File: src/rtl/diff_seq.sv
// Purpose : multi-cycle KGP-RISC `diff`; returns the index of the lowest bit where rs and rt differ (WIDTH if equal).
// Latency : k+1 cycles after the accepting edge for lowest differing bit k; 1 cycle for equal operands.
// Backpr. : no queueing; start is only sampled in IDLE, so the caller must stall while busy is high.
//
// Ports:
//   clk    - clock, rising-edge
//   rst    - asynchronous active-high reset
//   start  - request, sampled only when idle
//   rs, rt - operands, captured on the accepting edge only
//   busy   - high while a scan is in progress
//   done   - one-cycle pulse when out is updated
//   out    - result (0..WIDTH), zero-extended, held until the next completion
module diff_seq #(
  parameter int WIDTH = 32
) (
  input  logic             clk,
  input  logic             rst,
  input  logic             start,
  input  logic [WIDTH-1:0] rs,
  input  logic [WIDTH-1:0] rt,
  output logic             busy,
  output logic             done,
  output logic [WIDTH-1:0] out
);

  // Bit index counter; wide enough to hold WIDTH-1 with headroom.
  localparam int CW = $clog2(WIDTH) + 1;

  typedef enum logic {
    IDLE = 1'b0,
    SCAN = 1'b1
  } state_t;

  state_t           state, state_nxt;
  logic [WIDTH-1:0] x, x_nxt;
  logic [CW-1:0]    cnt, cnt_nxt;
  logic [WIDTH-1:0] out_nxt;
  logic             done_nxt;

  // State and datapath registers. Reset discards any scan in flight
  // without producing a done pulse.
  always_ff @(posedge clk or posedge rst) begin
    if (rst) begin
      state <= IDLE;
      x     <= '0;
      cnt   <= '0;
      out   <= '0;
      done  <= 1'b0;
    end else begin
      state <= state_nxt;
      x     <= x_nxt;
      cnt   <= cnt_nxt;
      out   <= out_nxt;
      done  <= done_nxt;
    end
  end

  always_comb begin
    state_nxt = state;
    x_nxt     = x;
    cnt_nxt   = cnt;
    out_nxt   = out;
    done_nxt  = 1'b0;

    case (state)
      IDLE: begin
        if (start) begin
          x_nxt     = rs ^ rt;
          cnt_nxt   = '0;
          state_nxt = SCAN;
        end
      end

      SCAN: begin
        if (x == '0) begin
          // Nothing left to find: operands agree from cnt upward, and
          // everything below cnt already matched.
          out_nxt   = WIDTH'(WIDTH);
          done_nxt  = 1'b1;
          state_nxt = IDLE;
        end else if (x[0]) begin
          out_nxt   = WIDTH'(cnt);
          done_nxt  = 1'b1;
          state_nxt = IDLE;
        end else begin
          // A nonzero x always holds a set bit at or below WIDTH-1,
          // so cnt cannot run past WIDTH-1 here.
          x_nxt   = x >> 1;
          cnt_nxt = cnt + CW'(1);
        end
      end

      default: state_nxt = IDLE;
    endcase
  end

  assign busy = (state == SCAN);

endmodule

File: config.mk
export PLATFORM = sky130hd
export DESIGN_NAME = diff_seq
export DESIGN_NICKNAME = d
export VERILOG_FILES = /design/src/rtl/diff_seq.sv
export SDC_FILE = /design/constraint.sdc
export NUM_CORES = 1
export LEC_CHECK = 0
export BUFFER_PORTS_ARGS = -buffer_cell sky130_fd_sc_hd__buf_4
export CAP_MARGIN = 25
export CORE_MARGIN = 1
export CORE_UTILIZATION = 54
export CTS_CLUSTER_SIZE = 28
export DETAILED_ROUTE_END_ITERATION = 16
export PLACE_DENSITY = 0.89
export SLEW_MARGIN = 0
export SYNTH_ARGS = -nofsm -noshare
export SYNTH_HDL_FRONTEND = slang
export SYNTH_SLANG_ARGS = --single-unit
File: constraint.sdc
create_clock -name clk -period 3.98 [get_ports clk]
set_clock_uncertainty 0.2 [all_clocks]
set_input_delay 0.796 -clock clk [delete_from_list [all_inputs] [get_ports clk]]
set_output_delay 0.796 -clock clk [all_outputs]
set_load 0.01 [all_outputs]
==> impl_metrics.tcl, run 1 <==
set metrics [dict create \
    syn_to_final_growth_pct 21.07 \
    synth-edff-count 0 \
    final_net_count 432 \
    grt_use_total_pct 21.96 \
    cts_tree "done" \
    async_flop_share_pct 100.0 \
    gp_congestion 0.8234 \
    post-route-util_pct 67.56 \
    report.final.hold_viol_count 0 \
    crit_type "register to register" \
    wl_per_cell_um 13.60 \
    worstSetupStartpointType "register" \
    dp_hpwl_um 4102 \
    ios 101 \
    synthAdderAreaFrac_pct 0.4390 \
    synth_top_area_share_pct 40.39 \
    core_area_sq_um 5107 \
    setup_violations 0 \
    p_sw_uw 906.1 \
    p_per_area_nw_per_um2 643.8 \
    critPathMaxFanout 34 \
    drc 0 \
    syn_inst 297 \
    maxCapViolations 0 \
    synth_xor_area_share_pct 9.833 \
    tightest_slew_ps 1049 \
    synth.avg_cell_area_sq_um 9.597 \
    synth_cell_types 44 \
    portBuffers 74 \
    routed_wl_um 5917 \
    routed_via_density 5.533 \
    cp_top_family "flip-flops" \
    drive_gt1_share_pct 29.59 \
    swShare_pct 40.78 \
    cts_inserted_buffers 5 \
    overflow 0 \
    p_comb_share_pct 41.2 \
    cts_hold_buffers 0 \
    p_seq_share_pct 43.4 \
    synth_compound_area_share_pct 21.47 \
    grt_pass1_vias 2131 \
    ys_ff_latch 46 \
    multi_input_area_sq_um 1499 \
    grt_pass1_wl_um 9425 \
    cts_buffer_depth 2 \
    drtIter0Drc 181 \
    grt_start_max_net_pins 52 \
    outcome "finished, final reports clean" \
    yosys.area_share.simple_pct 16.73 \
    p_leak_uw 0.001569 \
    synth.area.top_cells "dfrtp_1 40%, buf_4 6.8%, nand2_1 5.5%" \
    via_count 2407 \
    start_util_pct 55.81 \
    regArea_sq_um 1151 \
    drt-pass1-iter-count 4 \
    root_buffer "clkbuf_8" \
    antenna_found_initial 0 \
    path_cells "nor4_4 -> nand4_4 -> o21ai_4 -> a31o_2" \
    slowest_delay_ps 760 \
    postCtsSetupRepairBufs 0 \
    fin_crit_sh_pct 60.23 \
    max_freq_ghz 0.4171 \
    die_h_um 74.65 \
    synth_flop_cell "dfrtp_1" \
    netlist_area_sq_um 2850 \
    ctsResizeCount 0 \
    hp-class "register to register" \
    slew_violations 0 \
    yosys.area.top_type "dfrtp_1" \
    die_area_sq_um 5573 \
    crit_path_top_delay_cell "dfrtp_1" \
    ys_seq_area_share_pct 40.39 \
    yosysWarnings 0 \
    endpoint_kind "register" \
    power_frac_clock_pct 15.4 \
    maxSlewHeadroom_pct 29.90 \
    vdd_drop_max_v 0.0003039 \
    min_period_ps 2397 \
    clk_latency_ps 300 \
    rsz0062_at_grt "no" \
    htree_levels 2 \
    antennaDiodeCount 0 \
    p_int_uw 1316 \
    cts.sinks 46 \
    num-fill-cells 408 \
    antenna_left 0 \
    muxShareOfSynthArea_pct 0.7024 \
    rows 26 \
    cp.arrival_ps 2430 \
    setup-tns-final_ps 0 \
    clkSlewWorstSetupHoldPaths_ps 80 \
    synth_top_family_by_area "compound AO/OA/AOI/OAI gates" \
    cp.buffers_inverters 0 \
    critPathRequiredTime_ps 4010 \
    die_x_um 74.65 \
]
worst register-to-register path, delay by kind of cell, from the launching register on:
| kind | cells | cell delay, ps |
|---|---|---|
| AOI/OAI and AO/OA | 2 | 710 |
| and+or+nand+nor | 2 | 650 |
| DFF | 1 | 760 |
area by class of cell:
type	count	share of cell area [%]
tap	70	2.538
sequential	46	33.36
inverter	5	0.5439
clock buffer	5	1.994
clock inverter	3	1.160
timing repair buffer	78	16.97
multi-input combinational	228	43.44
routing by layer:
| metal | routed length, um | vias to the layer above | track usage, % | part of all wire, % |
|---|---|---|---|---|
| li1 | - | 1148 | - | - |
| met1 | 2353 | 1145 | 27.32 | 40 |
| met2 | 3153 | 105 | 39.34 | 53 |
| met3 | 330 | 9 | 3.748 | 5.6 |
| met4 | 80 | 0 | 6.080 | 1.4 |
| met5 | 0 | - | 0 | 0 |
power by group through the flow:
stage	Sequential, uW	Combinational [uW]	Clock [uW]
final	963	916	343
after global placement	949	874	0
after CTS	957	920	346
after floorplan	886	740	0
after detailed placement	965	910	0
after global routing	995	1020	368
registers in the layout (all words and copies together) (netlist names):
signal  flops
done        1
cnt         6
out         6
busy        1
x          32
final timing paths:
kind	end	start	slack [ps]	cells after the start
setup / recovery	x[29]	x[0]	1580	4
min in group asynchronous	x[4]	rst	420	3
setup reg to reg	x[29]	x[0]	1580	4
max in group asynchronous	x[19]	rst	2740	3
hold reg to reg	out[3]	out[3]	340	2
hold / removal	out[3]	out[3]	340	2
cells in the final DEF, fill, tap and decap left out, types with 3 or more instances in the layout:
cell type / n
nand2b_1: 6
xor2_1: 15
nand3_1: 9
o221ai_1: 3
a31o_1: 8
nand2_1: 42
a31o_2: 7
conb_1: 26
inv_1: 4
xnor2_1: 17
a22oi_1: 15
o21ai_1: 13
o22ai_1: 15
buf_4: 78
clkbuf_8: 5
dfrtp_1: 46
nor4_2: 7
o21ai_0: 11
metrics by stage:
step | worst slack (ps) | hold WS, ps | area, sq um | power [uW] | instances
2_1_floorplan | 1896 | 287.5 | 2944 | 1625 | 322
3_3_place_gp | 1690 | 305.5 | 3342 | 1823 | 427
3_5_place_dp | 1643 | 321.8 | 3342 | 1875 | 427
4_1_cts | 1604 | 340.6 | 3451 | 2223 | 435
5_1_grt | 1447 | 381.8 | 3451 | 2380 | 435
6_report | 1583 | 335.7 | 3451 | 2222 | 435
kinds of logic after synthesis:
group | count (synthesis)
and+or+nand+nor | 81
DFF | 46
xor gates and xnor gates | 32
other | 1
AOI/OAI and AO/OA | 86
adders and majority gates | 1
muxes | 2
buffers and inverters | 48
synthesized netlist by cell type (8+ instances only):
| master | count |
|---|---|
| o21ai_1 | 13 |
| buf_4 | 26 |
| xor2_1 | 15 |
| a31o_1 | 8 |
| a22oi_1 | 15 |
| o22ai_1 | 15 |
| nand2_1 | 42 |
| o21ai_0 | 11 |
| clkbuf_1 | 13 |
| dfrtp_1 | 46 |
| xnor2_1 | 17 |
| nand3_1 | 9 |
Note: power is estimated with default switching activity, not from simulation.
==> inputs of run 2 (changes only) <==
- CORE_UTILIZATION: 54 -> 50
- PLACE_DENSITY: 0.89 -> 0.83
- clock period: 3.98 -> 2.4 ns (I/O delays scaled with it)
==> run 2 against run 1 <==
  * Critical path type unchanged
  * Total power up 65%
  * Clock-buffer cell count up 2
  * Worst setup slack worse by 1300 ps
  * Critical path depth unchanged
  * Combinational power up 80%
==> impl_metrics.tcl, run 2 (same netlist as run 1, synthesis figures left out) <==
set metrics [dict create \
    critPathRequiredTime_ps 2430 \
    root_buffer "clkbuf_8" \
    largestRegisters "x (32), cnt (6), out (6)" \
    p_leak_uw 0.001580 \
    hold_ws_ps 110.9 \
    ios 101 \
    core_area_sq_um 5507 \
    endpoint_kind "register" \
    rows 27 \
    min_period_ps 2096 \
    grt_start_max_net_pins 52 \
    rsz0062_at_grt "no" \
    portBuffers 74 \
    setup_violations 0 \
    wl_per_cell_um 13.62 \
    routed_via_density 5.509 \
    max_freq_ghz 0.4771 \
    postCtsSetupRepairBufs 0 \
    dp_hpwl_um 4146 \
    start_util_pct 51.76 \
    grt_pass1_vias 2271 \
    drc 0 \
    antenna_left 0 \
    final_common_cell "buf_4" \
    critPathMaxFanout 17 \
    layout.cells.most_common_list "80 x buf_4, 46 x dfrtp_1, 42 x nand2_1" \
    drive_gt1_share_pct 29.89 \
    routed_wl_um 5991 \
    cts_tree "done" \
    top_register "x" \
    gp_congestion 0.8322 \
    antennaDiodeCount 0 \
    overflow 0 \
    htree_levels 2 \
    die_h_um 77.50 \
    worstSetupStartpointType "register" \
    drtIter0Drc 150 \
    maxCapViolations 0 \
    p_per_area_nw_per_um2 1056 \
    tightest_slew_ps 581.4 \
    maxSlewHeadroom_pct 61.24 \
    report.final.hold_viol_count 0 \
    final_net_count 435 \
    cts_inserted_buffers 5 \
    outcome "finished, final reports clean" \
    largest_reg_flops 32 \
    die_area_sq_um 6006 \
    regArea_sq_um 1151 \
    ctsResizeCount 0 \
    crit_type "register to register" \
    path_cells "nor4_2 -> nand4_4 -> o21ai_4 -> mux2i_1" \
    grt_use_total_pct 21.63 \
    multi_input_area_sq_um 1499 \
    antenna_found_initial 0 \
    slew_violations 0 \
    die_x_um 77.50 \
    vdd_drop_max_v 0.0005084 \
    crit_path_top_delay_cell "o21ai_4" \
    syn_to_final_growth_pct 21.77 \
    grt_pass1_wl_um 10370 \
    setup-tns-final_ps 0 \
    num-fill-cells 463 \
    cp.arrival_ps 2120 \
    cts.sinks 46 \
    via_count 2424 \
    fin_crit_sh_pct 87.33 \
    drt-pass1-iter-count 4 \
    cts_buffer_depth 2 \
    slowest_delay_ps 480 \
    cts_hold_buffers 0 \
    clkSlewWorstSetupHoldPaths_ps 90 \
    hp-class "input port to asynchronous set/reset pin" \
    clk_latency_ps 300 \
]
run 2: cell types whose count changed in the layout (fill, tap and decap cells not counted):
cell	change
bufinv_16	-1
clkbuf_1	+1
clkinv_2	-1
buf_12	+1
clkbuf_8	+1
buf_4	+2
run 2: layer usage:
| metal | up-vias | track usage, % | part of all wire (%) | wire length (um) |
|---|---|---|---|---|
| li1 | 1147 | - | - | - |
| met5 | - | 0 | 0 | 0 |
| met2 | 91 | 35.66 | 53 | 3178 |
| met4 | 0 | 7.358 | 1.2 | 73 |
| met3 | 7 | 4.824 | 5.4 | 326 |
| met1 | 1179 | 27.97 | 40 | 2412 |
run 2: power breakdown:
part / switching (uW) / total [uW] / internal, uW
Combinational: 877 / 1650 / 769
Sequential: 381 / 1530 / 1150
Clock: 258 / 491 / 233
run 2: final timing paths:
path	start	end	slack, ps	cells past startpoint
max	x[13]	cnt[0]	300	4
min	rst	x[31]	110	3
max reg2reg	x[13]	cnt[0]	300	4
min reg2reg	out[3]	out[3]	330	2
max in group asynchronous	rst	out[3]	1480	3
min in group clk	rs[31]	x[31]	260	3
run 2: cell type report:
class,count,area share [%]
multi-input combinational,228,43.19
clock inverter,1,0.1442
timing repair buffer,81,17.88
sequential,46,33.16
clock buffer,7,2.487
inverter,5,0.5407
tap,72,2.596
run 2: stage by stage:
stage	util, %	total power [uW]	worst slack [ps]	std cells	cell area [sq um]
6_report	63.03	3666	304.0	440	3471
5_1_grt	63.03	3943	199.6	440	3471
4_1_cts	62.89	3664	325.8	439	3463
3_5_place_dp	61.24	3161	375.6	431	3372
3_3_place_gp	61.24	3086	400.8	431	3372
2_1_floorplan	-	2695	588.5	322	2944
run 2: critical path: cells and delay by family (launching register included):
kind	cells	cell delay, ps
AOI/OAI and AO/OA	1	480
muxes	1	260
and+or+nand+nor	2	680
DFF	1	410
==> inputs of run 3 (changes only) <==
- CORE_MARGIN: 1 -> 2
- PLACE_DENSITY: 0.83 -> not set
- PLACE_DENSITY_LB_ADDON: not set -> 0.12
==> run 3 against run 2 <==
  * Critical path depth is the same
  * Register-to-register slack is essentially flat
  * Sequential share of layout area shrank 0.095 points
  * Sequential cell count is the same
  * Combinational power shrank 2%
  * Routed wire length shrank 1.8%
  * Worst hold slack gained 150 ps
  * Highest routed layer unchanged
==> impl_metrics.tcl, run 3 (same netlist as run 1, synthesis figures left out) <==
set metrics [dict create \
    outcome "finished, final reports clean" \
    rows 27 \
    syn_to_final_growth_pct 22.12 \
    drc 0 \
    p_seq_share_pct 42.2 \
    postCtsSetupRepairBufs 0 \
    slew_violations 0 \
    hp-class "input port to register" \
    vdd_drop_max_v 0.0004773 \
    worst-r2r-setup-slack_ps 310 \
    ctsResizeCount 0 \
    overflow 0 \
    power_frac_clock_pct 13.4 \
    cts.sinks 46 \
    maxCapViolations 0 \
    htree_levels 2 \
    final_common_cell "buf_4" \
    drive_gt1_share_pct 30.08 \
    die_x_um 79.50 \
    maxSlewHeadroom_pct 31.67 \
    min_to "x[31]" \
    clk_latency_ps 300 \
    portBuffers 74 \
    min_path_cells 3 \
    worstSetupStartpointType "register" \
    critPathRequiredTime_ps 2420 \
    rsz0062_at_grt "no" \
    start_util_pct 51.76 \
    ios 101 \
    p_per_area_nw_per_um2 1042 \
    antenna_found_initial 0 \
    endpoint_kind "register" \
    wl_per_cell_um 13.34 \
    largestRegisters "x (32), cnt (6), out (6)" \
    antenna_left 0 \
    gp_congestion 0.8987 \
    grt_pass1_wl_um 9915 \
    cp.arrival_ps 2110 \
    drtIter0Drc 110 \
    post-route-util_pct 63.21 \
    cts_buffer_depth 2 \
    p_comb_share_pct 44.4 \
    post-place-ws_ps 316.3 \
    cts_inserted_buffers 5 \
    grt_use_total_pct 19.69 \
    placed_area_sq_um 3379 \
    die_area_sq_um 6320 \
    top_register "x" \
    layout.cells.most_common_list "80 x buf_4, 46 x dfrtp_1, 42 x nand2_1" \
    max_freq_ghz 0.4776 \
    grt_start_max_net_pins 43 \
    via_count 2358 \
    tightest_slew_ps 1023 \
    setup-tns-final_ps 0 \
    core_area_sq_um 5507 \
    crit_type "register to register" \
    hold_start "rs[31]" \
    swShare_pct 40.87 \
    worst_slack_ps 306.2 \
    r2r_end "cnt[0]" \
    routed_wl_um 5882 \
    min_period_ps 2094 \
    root_buffer "clkbuf_8" \
    antennaDiodeCount 0 \
    fin_crit_sh_pct 87.24 \
    clkSlewWorstSetupHoldPaths_ps 90 \
    report.final.hold_viol_count 0 \
    p_sw_uw 1482 \
    final_net_count 436 \
    postLayoutCellArea_sq_um 3481 \
    critPathMaxFanout 17 \
    worstRegToRegCells 4 \
    grt_pass1_vias 2199 \
    cts_tree "done" \
    largest_reg_flops 32 \
    routed_via_density 5.347 \
    die_h_um 79.50 \
    p_int_uw 2145 \
    dp_hpwl_um 4370 \
    setup_violations 0 \
    reg2reg_from "x[16]" \
    p_leak_uw 0.001587 \
    drt-pass1-iter-count 4 \
]
run 3: worst max-delay path by stage:
stage	slack, ps	startpoint	cells past startpoint	endpoint
after CTS	290	x[16]	4	cnt[0]
after floorplan	590	x[13]	5	cnt[0]
after global placement	360	x[16]	4	cnt[0]
final	310	x[16]	4	cnt[0]
after detailed placement	320	x[16]	4	cnt[0]
after global routing	170	x[16]	4	cnt[0]
run 3: layout make-up:
class                   count  area [sq um]
multi-input cells         228          1499
flip-flops and latches     46          1151
fillers                   492          2026
clock inverters             1         5.005
clock buffers               7         86.33
repair buffers             82         630.6
well taps                  72         90.09
inverters                   5         18.77
run 3: worst max-delay path, cell delays in order (launching register included):
cell,delay [ps]
dfrtp_1,410
nor4_2,420
nand4_4,250
o21ai_4,480
mux2i_1,250
run 3: timing repair:
item | in CTS | in global routing
hold buffers | 1 | 0
hold endpoints to repair | 14 | 0
endpoints found under the setup margin | 0 | 0
run 3: per-layer routing:
| metal | part of all wire, % | vias up | global-route usage, % | routed length [um] |
|---|---|---|---|---|
| li1 | - | 1149 | - | - |
| met1 | 43 | 1117 | 26.33 | 2505 |
| met2 | 50 | 87 | 32.52 | 2955 |
| met3 | 6.0 | 5 | 3.167 | 351 |
| met4 | 1.2 | 0 | 6.552 | 70 |
| met5 | 0 | - | 0 | 0 |
run 3: metrics by stage:
step           power [uW]  std cells  hold slack, ps
6_report             3627        441           264.1
5_1_grt              3912        441           291.4
4_1_cts              3654        441           266.4
3_5_place_dp         3168        432           264.8
3_3_place_gp         3116        432           267.5
2_1_floorplan        2695        322           287.5
run 3: power by group through the flow:
stage | sequential [uW] | combinational (uW) | clock [uW]
after global routing | 1580 | 1810 | 521
after global placement | 1530 | 1590 | 0
after CTS | 1530 | 1630 | 499
after detailed placement | 1540 | 1630 | 0
after floorplan | 1470 | 1230 | 0
final | 1530 | 1610 | 487
